### src/rtl/ppu_ctrl_pkg.sv
// Shared types and constants for the PPU sequencer (ppu_ctrl and ppu_out_packer).
package ppu_ctrl_pkg;

    localparam int BYTES_PER_WORD = 4;
    localparam int SCALE_W        = 12;

    typedef enum logic [1:0] {
        IDLE,
        READ,
        DRAIN,
        DONE
    } state_t;

    // A zero divisor is replaced by 1 so the PPU never divides by zero.
    function automatic logic [SCALE_W-1:0] clamp_scale(input logic [SCALE_W-1:0] s);
        return (s == '0) ? SCALE_W'(1) : s;
    endfunction

endpackage

### src/rtl/ppu_ctrl_if.sv
// Bus bundle between ppu_ctrl and its neighbours: psum buffer read port, PPU, output buffer write port.
interface ppu_ctrl_if
    import ppu_ctrl_pkg::*;
#(
    parameter int ADDR_W = 16,
    parameter int DATA_W = 32
) ();

    logic                          src_rd_en;
    logic [ADDR_W-1:0]             src_rd_addr;
    logic [DATA_W-1:0]             src_rd_data;

    logic                          ppu_en;
    logic [DATA_W-1:0]             ppu_data_in;
    logic [SCALE_W-1:0]            ppu_scale;
    logic                          ppu_valid;
    logic [7:0]                    ppu_data_out;

    logic                          dst_wr_en;
    logic [ADDR_W-1:0]             dst_wr_addr;
    logic [8*BYTES_PER_WORD-1:0]   dst_wr_data;
    logic [BYTES_PER_WORD-1:0]     dst_wr_mask;

    modport master (
        output src_rd_en, src_rd_addr, ppu_en, ppu_data_in, ppu_scale,
               dst_wr_en, dst_wr_addr, dst_wr_data, dst_wr_mask,
        input  src_rd_data, ppu_valid, ppu_data_out
    );

    modport slave (
        input  src_rd_en, src_rd_addr, ppu_en, ppu_data_in, ppu_scale,
               dst_wr_en, dst_wr_addr, dst_wr_data, dst_wr_mask,
        output src_rd_data, ppu_valid, ppu_data_out
    );

endinterface

### src/rtl/ppu_out_packer.sv
// Packs PPU result bytes little-endian into 32-bit words; flushes on a full word or the last element.
module ppu_out_packer
    import ppu_ctrl_pkg::*;
#(
    parameter int ADDR_W = 16,
    parameter int LEN_W  = 16
) (
    input  logic                        clk,
    input  logic                        rst,
    input  logic                        clear,
    input  logic                        active,
    input  logic [LEN_W-1:0]            len,
    input  logic [ADDR_W-1:0]           dst_base,
    input  logic                        valid,
    input  logic [7:0]                  data,
    output logic                        wr_en,
    output logic                        wr_last,
    output logic [ADDR_W-1:0]           wr_addr,
    output logic [8*BYTES_PER_WORD-1:0] wr_data,
    output logic [BYTES_PER_WORD-1:0]   wr_mask
);

    localparam int BSEL_W = $clog2(BYTES_PER_WORD);

    logic [LEN_W-1:0]            elem_cnt;
    logic [8*BYTES_PER_WORD-1:0] pack_q, merged;
    logic [BYTES_PER_WORD-1:0]   mask;
    logic [BSEL_W-1:0]           byte_sel;
    logic                        last, flush;

    assign byte_sel = elem_cnt[BSEL_W-1:0];
    assign last     = (elem_cnt == len - 1'b1);
    assign flush    = (byte_sel == BSEL_W'(BYTES_PER_WORD - 1)) || last;

    // Mask covers bytes 0..byte_sel, which is all four for a full word.
    always_comb begin
        merged = pack_q;
        mask   = '0;
        merged[8*byte_sel +: 8] = data;
        for (int b = 0; b < BYTES_PER_WORD; b++)
            mask[b] = (b <= int'(byte_sel));
    end

    always_ff @(posedge clk) begin
        if (rst) begin
            elem_cnt <= '0;
            pack_q   <= '0;
            wr_en    <= 1'b0;
            wr_last  <= 1'b0;
            wr_addr  <= '0;
            wr_data  <= '0;
            wr_mask  <= '0;
        end else begin
            wr_en   <= 1'b0;
            wr_last <= 1'b0;
            if (clear) begin
                elem_cnt <= '0;
                pack_q   <= '0;
            end else if (active && valid) begin
                elem_cnt <= elem_cnt + 1'b1;
                if (flush) begin
                    wr_en   <= 1'b1;
                    wr_last <= last;
                    wr_addr <= dst_base + ADDR_W'(elem_cnt >> BSEL_W);
                    wr_data <= merged;
                    wr_mask <= mask;
                    pack_q  <= '0;
                end else begin
                    pack_q  <= merged;
                end
            end
        end
    end

endmodule

### src/rtl/ppu_ctrl.sv
// PPU sequencer: streams psums into the PPU and packs its byte results into the output buffer.
// Optional PPU_CTRL_PERF_EN adds a saturating busy-cycle counter on perf_cycles.
module ppu_ctrl
    import ppu_ctrl_pkg::*;
#(
    parameter int ADDR_W = 16,
    parameter int LEN_W  = 16,
    parameter int DATA_W = 32
) (
    input  logic               clk,
    input  logic               rst,
    input  logic               start,
    input  logic [LEN_W-1:0]   cfg_len,
    input  logic [ADDR_W-1:0]  cfg_src_base,
    input  logic [ADDR_W-1:0]  cfg_dst_base,
    input  logic [SCALE_W-1:0] cfg_scale,
    output logic               busy,
    output logic               done,
    ppu_ctrl_if.master         bus
`ifdef PPU_CTRL_PERF_EN
    ,
    output logic [31:0]        perf_cycles
`endif
);

    state_t             state, nstate;
    logic [LEN_W-1:0]   len_q, rd_cnt;
    logic [ADDR_W-1:0]  src_base_q, dst_base_q;
    logic [SCALE_W-1:0] scale_q;
    logic [DATA_W-1:0]  rd_data;
    logic               ppu_en_q, start_acc, last_rd;
    logic               wr_en, wr_last;
    logic [ADDR_W-1:0]  wr_addr;
    logic [8*BYTES_PER_WORD-1:0] wr_data;
    logic [BYTES_PER_WORD-1:0]   wr_mask;

    assign start_acc = start && (state == IDLE);
    assign last_rd   = (rd_cnt == len_q - 1'b1);
    assign rd_data   = bus.src_rd_data;

    always_ff @(posedge clk) begin
        if (rst) state <= IDLE;
        else     state <= nstate;
    end

    always_comb begin
        nstate = state;
        busy   = 1'b0;
        done   = 1'b0;
        unique case (state)
            IDLE:  if (start) nstate = (cfg_len == '0) ? DONE : READ;
            READ:  begin busy = 1'b1; if (last_rd) nstate = DRAIN; end
            DRAIN: begin busy = 1'b1; if (wr_en && wr_last) nstate = DONE; end
            DONE:  begin done = 1'b1; nstate = IDLE; end
            default: nstate = IDLE;
        endcase
    end

    always_ff @(posedge clk) begin
        if (rst) begin
            len_q      <= '0;
            src_base_q <= '0;
            dst_base_q <= '0;
            scale_q    <= '0;
            rd_cnt     <= '0;
            ppu_en_q   <= 1'b0;
        end else begin
            ppu_en_q <= (state == READ);
            if (start_acc) begin
                len_q      <= cfg_len;
                src_base_q <= cfg_src_base;
                dst_base_q <= cfg_dst_base;
                scale_q    <= clamp_scale(cfg_scale);
                rd_cnt     <= '0;
            end else if (state == READ) begin
                rd_cnt <= rd_cnt + 1'b1;
            end
        end
    end

    // Buffer read data is already registered, so it lines up with the one-cycle-delayed strobe.
    assign bus.src_rd_en   = (state == READ);
    assign bus.src_rd_addr = src_base_q + ADDR_W'(rd_cnt);
    assign bus.ppu_en      = ppu_en_q;
    assign bus.ppu_data_in = ppu_en_q ? rd_data : '0;
    assign bus.ppu_scale   = scale_q;

    // Gating on busy drops PPU results still in flight from an aborted run.
    ppu_out_packer #(.ADDR_W(ADDR_W), .LEN_W(LEN_W)) u_packer (
        .clk      (clk),
        .rst      (rst),
        .clear    (start_acc),
        .active   (busy),
        .len      (len_q),
        .dst_base (dst_base_q),
        .valid    (bus.ppu_valid),
        .data     (bus.ppu_data_out),
        .wr_en    (wr_en),
        .wr_last  (wr_last),
        .wr_addr  (wr_addr),
        .wr_data  (wr_data),
        .wr_mask  (wr_mask)
    );

    assign bus.dst_wr_en   = wr_en;
    assign bus.dst_wr_addr = wr_addr;
    assign bus.dst_wr_data = wr_data;
    assign bus.dst_wr_mask = wr_mask;

`ifdef PPU_CTRL_PERF_EN
    always_ff @(posedge clk) begin
        if (rst)                            perf_cycles <= '0;
        else if (start_acc)                 perf_cycles <= '0;
        else if (busy && perf_cycles != '1) perf_cycles <= perf_cycles + 1'b1;
    end
`endif

endmodule

### src/flat_wrapper.sv
// flat-port wrapper written by rule: the top's interface ports become plain ports
module ppu_ctrl_flat import ppu_ctrl_pkg::*;
#(
    parameter int ADDR_W = 16,
    parameter int LEN_W  = 16,
    parameter int DATA_W = 32
)
  (clk, rst, start, cfg_len, cfg_src_base, cfg_dst_base, cfg_scale, busy, done, bus_src_rd_en, bus_src_rd_addr, bus_ppu_en, bus_ppu_data_in, bus_ppu_scale, bus_dst_wr_en, bus_dst_wr_addr, bus_dst_wr_data, bus_dst_wr_mask, bus_src_rd_data, bus_ppu_valid, bus_ppu_data_out);
  ppu_ctrl_if #(.ADDR_W(ADDR_W), .DATA_W(DATA_W)) bus_i ();
  input  logic clk;
  input  logic rst;
  input  logic start;
  input  logic [LEN_W-1:0] cfg_len;
  input  logic [ADDR_W-1:0] cfg_src_base;
  input  logic [ADDR_W-1:0] cfg_dst_base;
  input  logic [SCALE_W-1:0] cfg_scale;
  output logic busy;
  output logic done;
  output wire logic [$bits(bus_i.src_rd_en)-1:0] bus_src_rd_en;
  output wire logic [$bits(bus_i.src_rd_addr)-1:0] bus_src_rd_addr;
  output wire logic [$bits(bus_i.ppu_en)-1:0] bus_ppu_en;
  output wire logic [$bits(bus_i.ppu_data_in)-1:0] bus_ppu_data_in;
  output wire logic [$bits(bus_i.ppu_scale)-1:0] bus_ppu_scale;
  output wire logic [$bits(bus_i.dst_wr_en)-1:0] bus_dst_wr_en;
  output wire logic [$bits(bus_i.dst_wr_addr)-1:0] bus_dst_wr_addr;
  output wire logic [$bits(bus_i.dst_wr_data)-1:0] bus_dst_wr_data;
  output wire logic [$bits(bus_i.dst_wr_mask)-1:0] bus_dst_wr_mask;
  input wire logic [$bits(bus_i.src_rd_data)-1:0] bus_src_rd_data;
  input wire logic [$bits(bus_i.ppu_valid)-1:0] bus_ppu_valid;
  input wire logic [$bits(bus_i.ppu_data_out)-1:0] bus_ppu_data_out;
  assign bus_src_rd_en = bus_i.src_rd_en;
  assign bus_src_rd_addr = bus_i.src_rd_addr;
  assign bus_ppu_en = bus_i.ppu_en;
  assign bus_ppu_data_in = bus_i.ppu_data_in;
  assign bus_ppu_scale = bus_i.ppu_scale;
  assign bus_dst_wr_en = bus_i.dst_wr_en;
  assign bus_dst_wr_addr = bus_i.dst_wr_addr;
  assign bus_dst_wr_data = bus_i.dst_wr_data;
  assign bus_dst_wr_mask = bus_i.dst_wr_mask;
  assign bus_i.src_rd_data = bus_src_rd_data;
  assign bus_i.ppu_valid = bus_ppu_valid;
  assign bus_i.ppu_data_out = bus_ppu_data_out;
  ppu_ctrl #(.ADDR_W(ADDR_W), .LEN_W(LEN_W), .DATA_W(DATA_W)) u_core (.clk(clk), .rst(rst), .start(start), .cfg_len(cfg_len), .cfg_src_base(cfg_src_base), .cfg_dst_base(cfg_dst_base), .cfg_scale(cfg_scale), .busy(busy), .done(done), .bus(bus_i));
endmodule
### config.mk
export PLATFORM = sky130hd
export DESIGN_NAME = ppu_ctrl_flat
export DESIGN_NICKNAME = d
export VERILOG_FILES = /design/src/rtl/ppu_ctrl_pkg.sv /design/src/rtl/ppu_ctrl_if.sv /design/src/rtl/ppu_out_packer.sv /design/src/rtl/ppu_ctrl.sv /design/src/flat_wrapper.sv
export SDC_FILE = /design/constraint.sdc
export NUM_CORES = 1
export LEC_CHECK = 0
export CAP_MARGIN = 30
export CORE_ASPECT_RATIO = 1.5
export CORE_UTILIZATION = 38
export CTS_BUF_LIST = sky130_fd_sc_hd__clkbuf_16
export CTS_CLUSTER_SIZE = 40
export DETAILED_ROUTE_END_ITERATION = 7
export PLACE_DENSITY = 0.64
export SLEW_MARGIN = 0
export SYNTH_ARGS = -nofsm -noshare
export SYNTH_HDL_FRONTEND = slang
export SYNTH_SLANG_ARGS = --single-unit
### constraint.sdc
create_clock -name clk -period 5.7 [get_ports clk]
set_clock_uncertainty 0.15 [all_clocks]
set_input_delay 0.57 -clock clk [delete_from_list [all_inputs] [get_ports clk]]
set_output_delay 0.57 -clock clk [all_outputs]
set_load 0.005 [all_outputs]
==> out/summary.txt <==
fin crit period - 4376 ps
predominant post-synthesis flop cell - dfxtp_1
FF-to-FF path depth - 7
Worst path max stage delay - 660 ps
die area - 26130 um^2
Post-Synth XOR/XNOR Area - 9.020%
Design Area, Final - 12670 um^2
Sum Neg Setup Slack - 0 ps
Flop pwr share - 37.2%
count of hold-fix buffers inserted at cts - 0
Root Buffer - clkbuf_16
Compound-Gate Fraction of Synth Area - 20.33%
DRC - 0
Setup crit end kind - output port
Cell variety after synth - 70
net switching power figure - 1.321 mW
CTS buffer count - 17
Initial Util - 38.65%
vias per inst - 5.372
Comb power frac - 31.9%
Synth Area in Adders - 5.971%
P_int - 2.650 mW
Sequential Area - 3623 um^2
period utilisation layout - 76.77%
Routed Antenna Nets - 0
largest family of logic cells by synthesized area - simple AND/OR/NAND/NOR gates
Total Routing Usage GR - 21.55%
Hold Path Origin - u_core.u_packer.wr_addr[3]$_SDFFE_PP0P_
Seq cells post-synth - 181
Post-CTS Setup Bufs - 0
initial antenna violation count - 0
Routed WL per cell - 17.33 um
Clock transition at path regs - 70 ps
critical path peak fanout - 5
Power Density - 313.5 nW/um^2
Slew HR - 36.19%
Final nets - 1420
Die Ht - 197.5 um
reg-to-reg critical path startpoint - u_core.len_q[2]$_SDFFE_PP0P_
Hold EP - u_core.u_packer.wr_addr[3]$_SDFFE_PP0P_
post-synth top area share - 37.43%
kind of critical path - register to output port
share of cells above drive strength 1 - 5.300%
multi-input logic area - 5643 um^2
RD Place Congestion - 0.8494
Clock power frac - 31.0%
Synth area leader - dfxtp_1
Post-Route WL - 27910 um
Critical Path RT - 4980 ps
async set or reset register ratio after synthesis - 0%
setup violators final - 0
worst skew pair latency - 440 ps
Leak - 4.754 nW
EDFF count, synth - 0
WP buf/inv - 2
CTS resizes - 0
sw frac - 33.26%
Pins Over Slew Limit - 0
IO Pins - 221
synth cell count leaders - dfxtp_1 (181), nor3_1 (88), nor2_1 (83)
Hold Crit Depth - 2
n_diodes - 0
Reg2Reg Setup Slack - 2020 ps
drt pass-1 iters - 4
sequential-to-total area share from yosys stat - 37.43%
Fmax - 228.5 MHz
Core ar. - 25050 um^2
1st-iter DRT viols - 467
maxcap violations - 0
status - finished clean
CP Cell Sequence - ha_1 -> inv_1 -> fa_1 -> nor2b_1 -> o21ai_0 -> a21boi_0 -> o211ai_1 -> a31oi_1 -> or4b_2 -> nand3_1 -> clkdlybuf4s50_1
Slew @ Worst Pin - 949.8 ps
vias in the first global route - 8328
worst min path class - register to register
clk sinks - 181
DR vias - 8655
mux cell area share after synthesis - 0.4265%
PortBufs - 220
unrepaired setup endpoints after global routing - no
Mean Syn Cell Area - 8.866 um^2
first-pass GRT wire length - 44530 um
HPWL after detailed placement - 20640 um
row count - 71
maximum VDD drop - 0.0002314 V
startpoint types - register
Top delay family on crit path - compound AO/OA/AOI/OAI gates
largest net degree at the start of global routing - 68
placed inst area - 12060 um^2
Synth Warn # - 0
CTS tree - done
Simple-Gate Fraction of Synth Area - 22.29%
Post-Syn Area - 9682 um^2
gr ovfl total - 0
die boundary width - 132.3 um
r2r endpoint - u_core.u_packer.wr_data[7]$_SDFFE_PP0P_
fillcell total - 2436
CP max stage cell - or4b_2
final hold viol count - 0
crit path DAT - 3660 ps
Syn-to-layout area delta - 30.82%
CTS Buffer Depth - 2
H-tree levels - 4
count leader, synth - dfxtp_1
Mapped Nets - 1241
cell count after synthesis - 1092
Synth area leaders - dfxtp_1 (37%), ha_1 (5.6%), a22o_1 (4.8%)
-- flip-flops by register name, indices dropped and copies added (netlist names), 4 cells and up --
| name | count |
|---|---|
| u_core.bus.ppu_scale | 12 |
| u_core.src_base_q | 16 |
| u_core.rd_cnt | 16 |
| u_core.u_packer.wr_data | 32 |
| u_core.u_packer.wr_addr | 16 |
| u_core.u_packer.wr_mask | 4 |
| u_core.u_packer.elem_cnt | 16 |
| u_core.len_q | 16 |
| u_core.u_packer.pack_q | 32 |
| u_core.dst_base_q | 16 |
-- how the worst max path moves through the flow --
stage,from,to,cells after the start
floorplan,u_core.len_q[0]$_SDFFE_PP0P_,u_core.u_packer.pack_q[3]$_SDFFE_PP0P_,13
global placement,u_core.rd_cnt[0]$_SDFFE_PP0P_,bus_src_rd_addr[14],11
detailed placement,u_core.rd_cnt[0]$_SDFFE_PP0P_,bus_src_rd_addr[14],11
CTS,u_core.rd_cnt[0]$_SDFFE_PP0P_,bus_src_rd_addr[14],11
global route,u_core.rd_cnt[0]$_SDFFE_PP0P_,bus_src_rd_addr[14],11
finish,u_core.rd_cnt[0]$_SDFFE_PP0P_,bus_src_rd_addr[14],11
-- layer usage --
layer  vias to the layer above  routed length, um  GRT usage, %
met5                         -                  0             0
met1                      4094              11590         24.94
li1                       4342                  -             -
met2                       184              14850         39.65
met4                         0                567         7.663
met3                        35                904         3.541
-- cells by family after synthesis --
group | after synthesis
AOI/OAI and AO/OA | 284
DFF | 181
xor gates and xnor gates | 87
adders and majority gates | 45
buffers and inverters | 95
and+or+nand+nor | 396
muxes | 4
-- power groups by stage --
stage               Sequential, mW  Clock, mW  Combinational, mW
floorplan                     1.45          0              0.857
global route                  1.49       1.31               1.38
finish                        1.48       1.23               1.27
global placement              1.50          0               1.25
CTS                           1.48       1.26               1.28
detailed placement            1.50          0               1.27
-- area by class of cell --
class,instances,area share (%)
clock buffers,17,3.359
clock inverters,14,1.393
inverters,22,0.6520
multi-input cells,816,44.55
well taps,328,3.240
repair buffers,233,18.20
flip-flops and latches,181,28.61
-- layout by cell type, fill, tap and decap left out, types with 39 or more instances in the layout --
cell	instances
clkdlybuf4s50_1	219
dfxtp_1	181
nor3_1	88
nor2_1	82
a21oi_1	66
a22o_1	53
xnor2_1	48
a211oi_1	43
ha_1	43
nor2b_1	39
-- worst min-delay path, delay by kind of cell, from the launching register on --
kind            cells  cell delay [ps]
compound gates      1               50
flops               1              310
simple gates        1               60
-- stage by stage --
step                      hold WS (ps)  total power [mW]  setup WS (ps)  utilization, %  cells
after floorplan                  300.4             2.304           2463               -   1092
after global placement           298.3             2.753           1793           48.06   1578
after detailed placement         306.2             2.774           1790           48.16   1580
after CTS                        314.7             4.014           1281           50.56   1611
after global routing             343.6             4.181           1125           50.56   1611
final                            315.4             3.971           1324           50.56   1611
No activity file was read; power rests on OpenSTA's default activity.
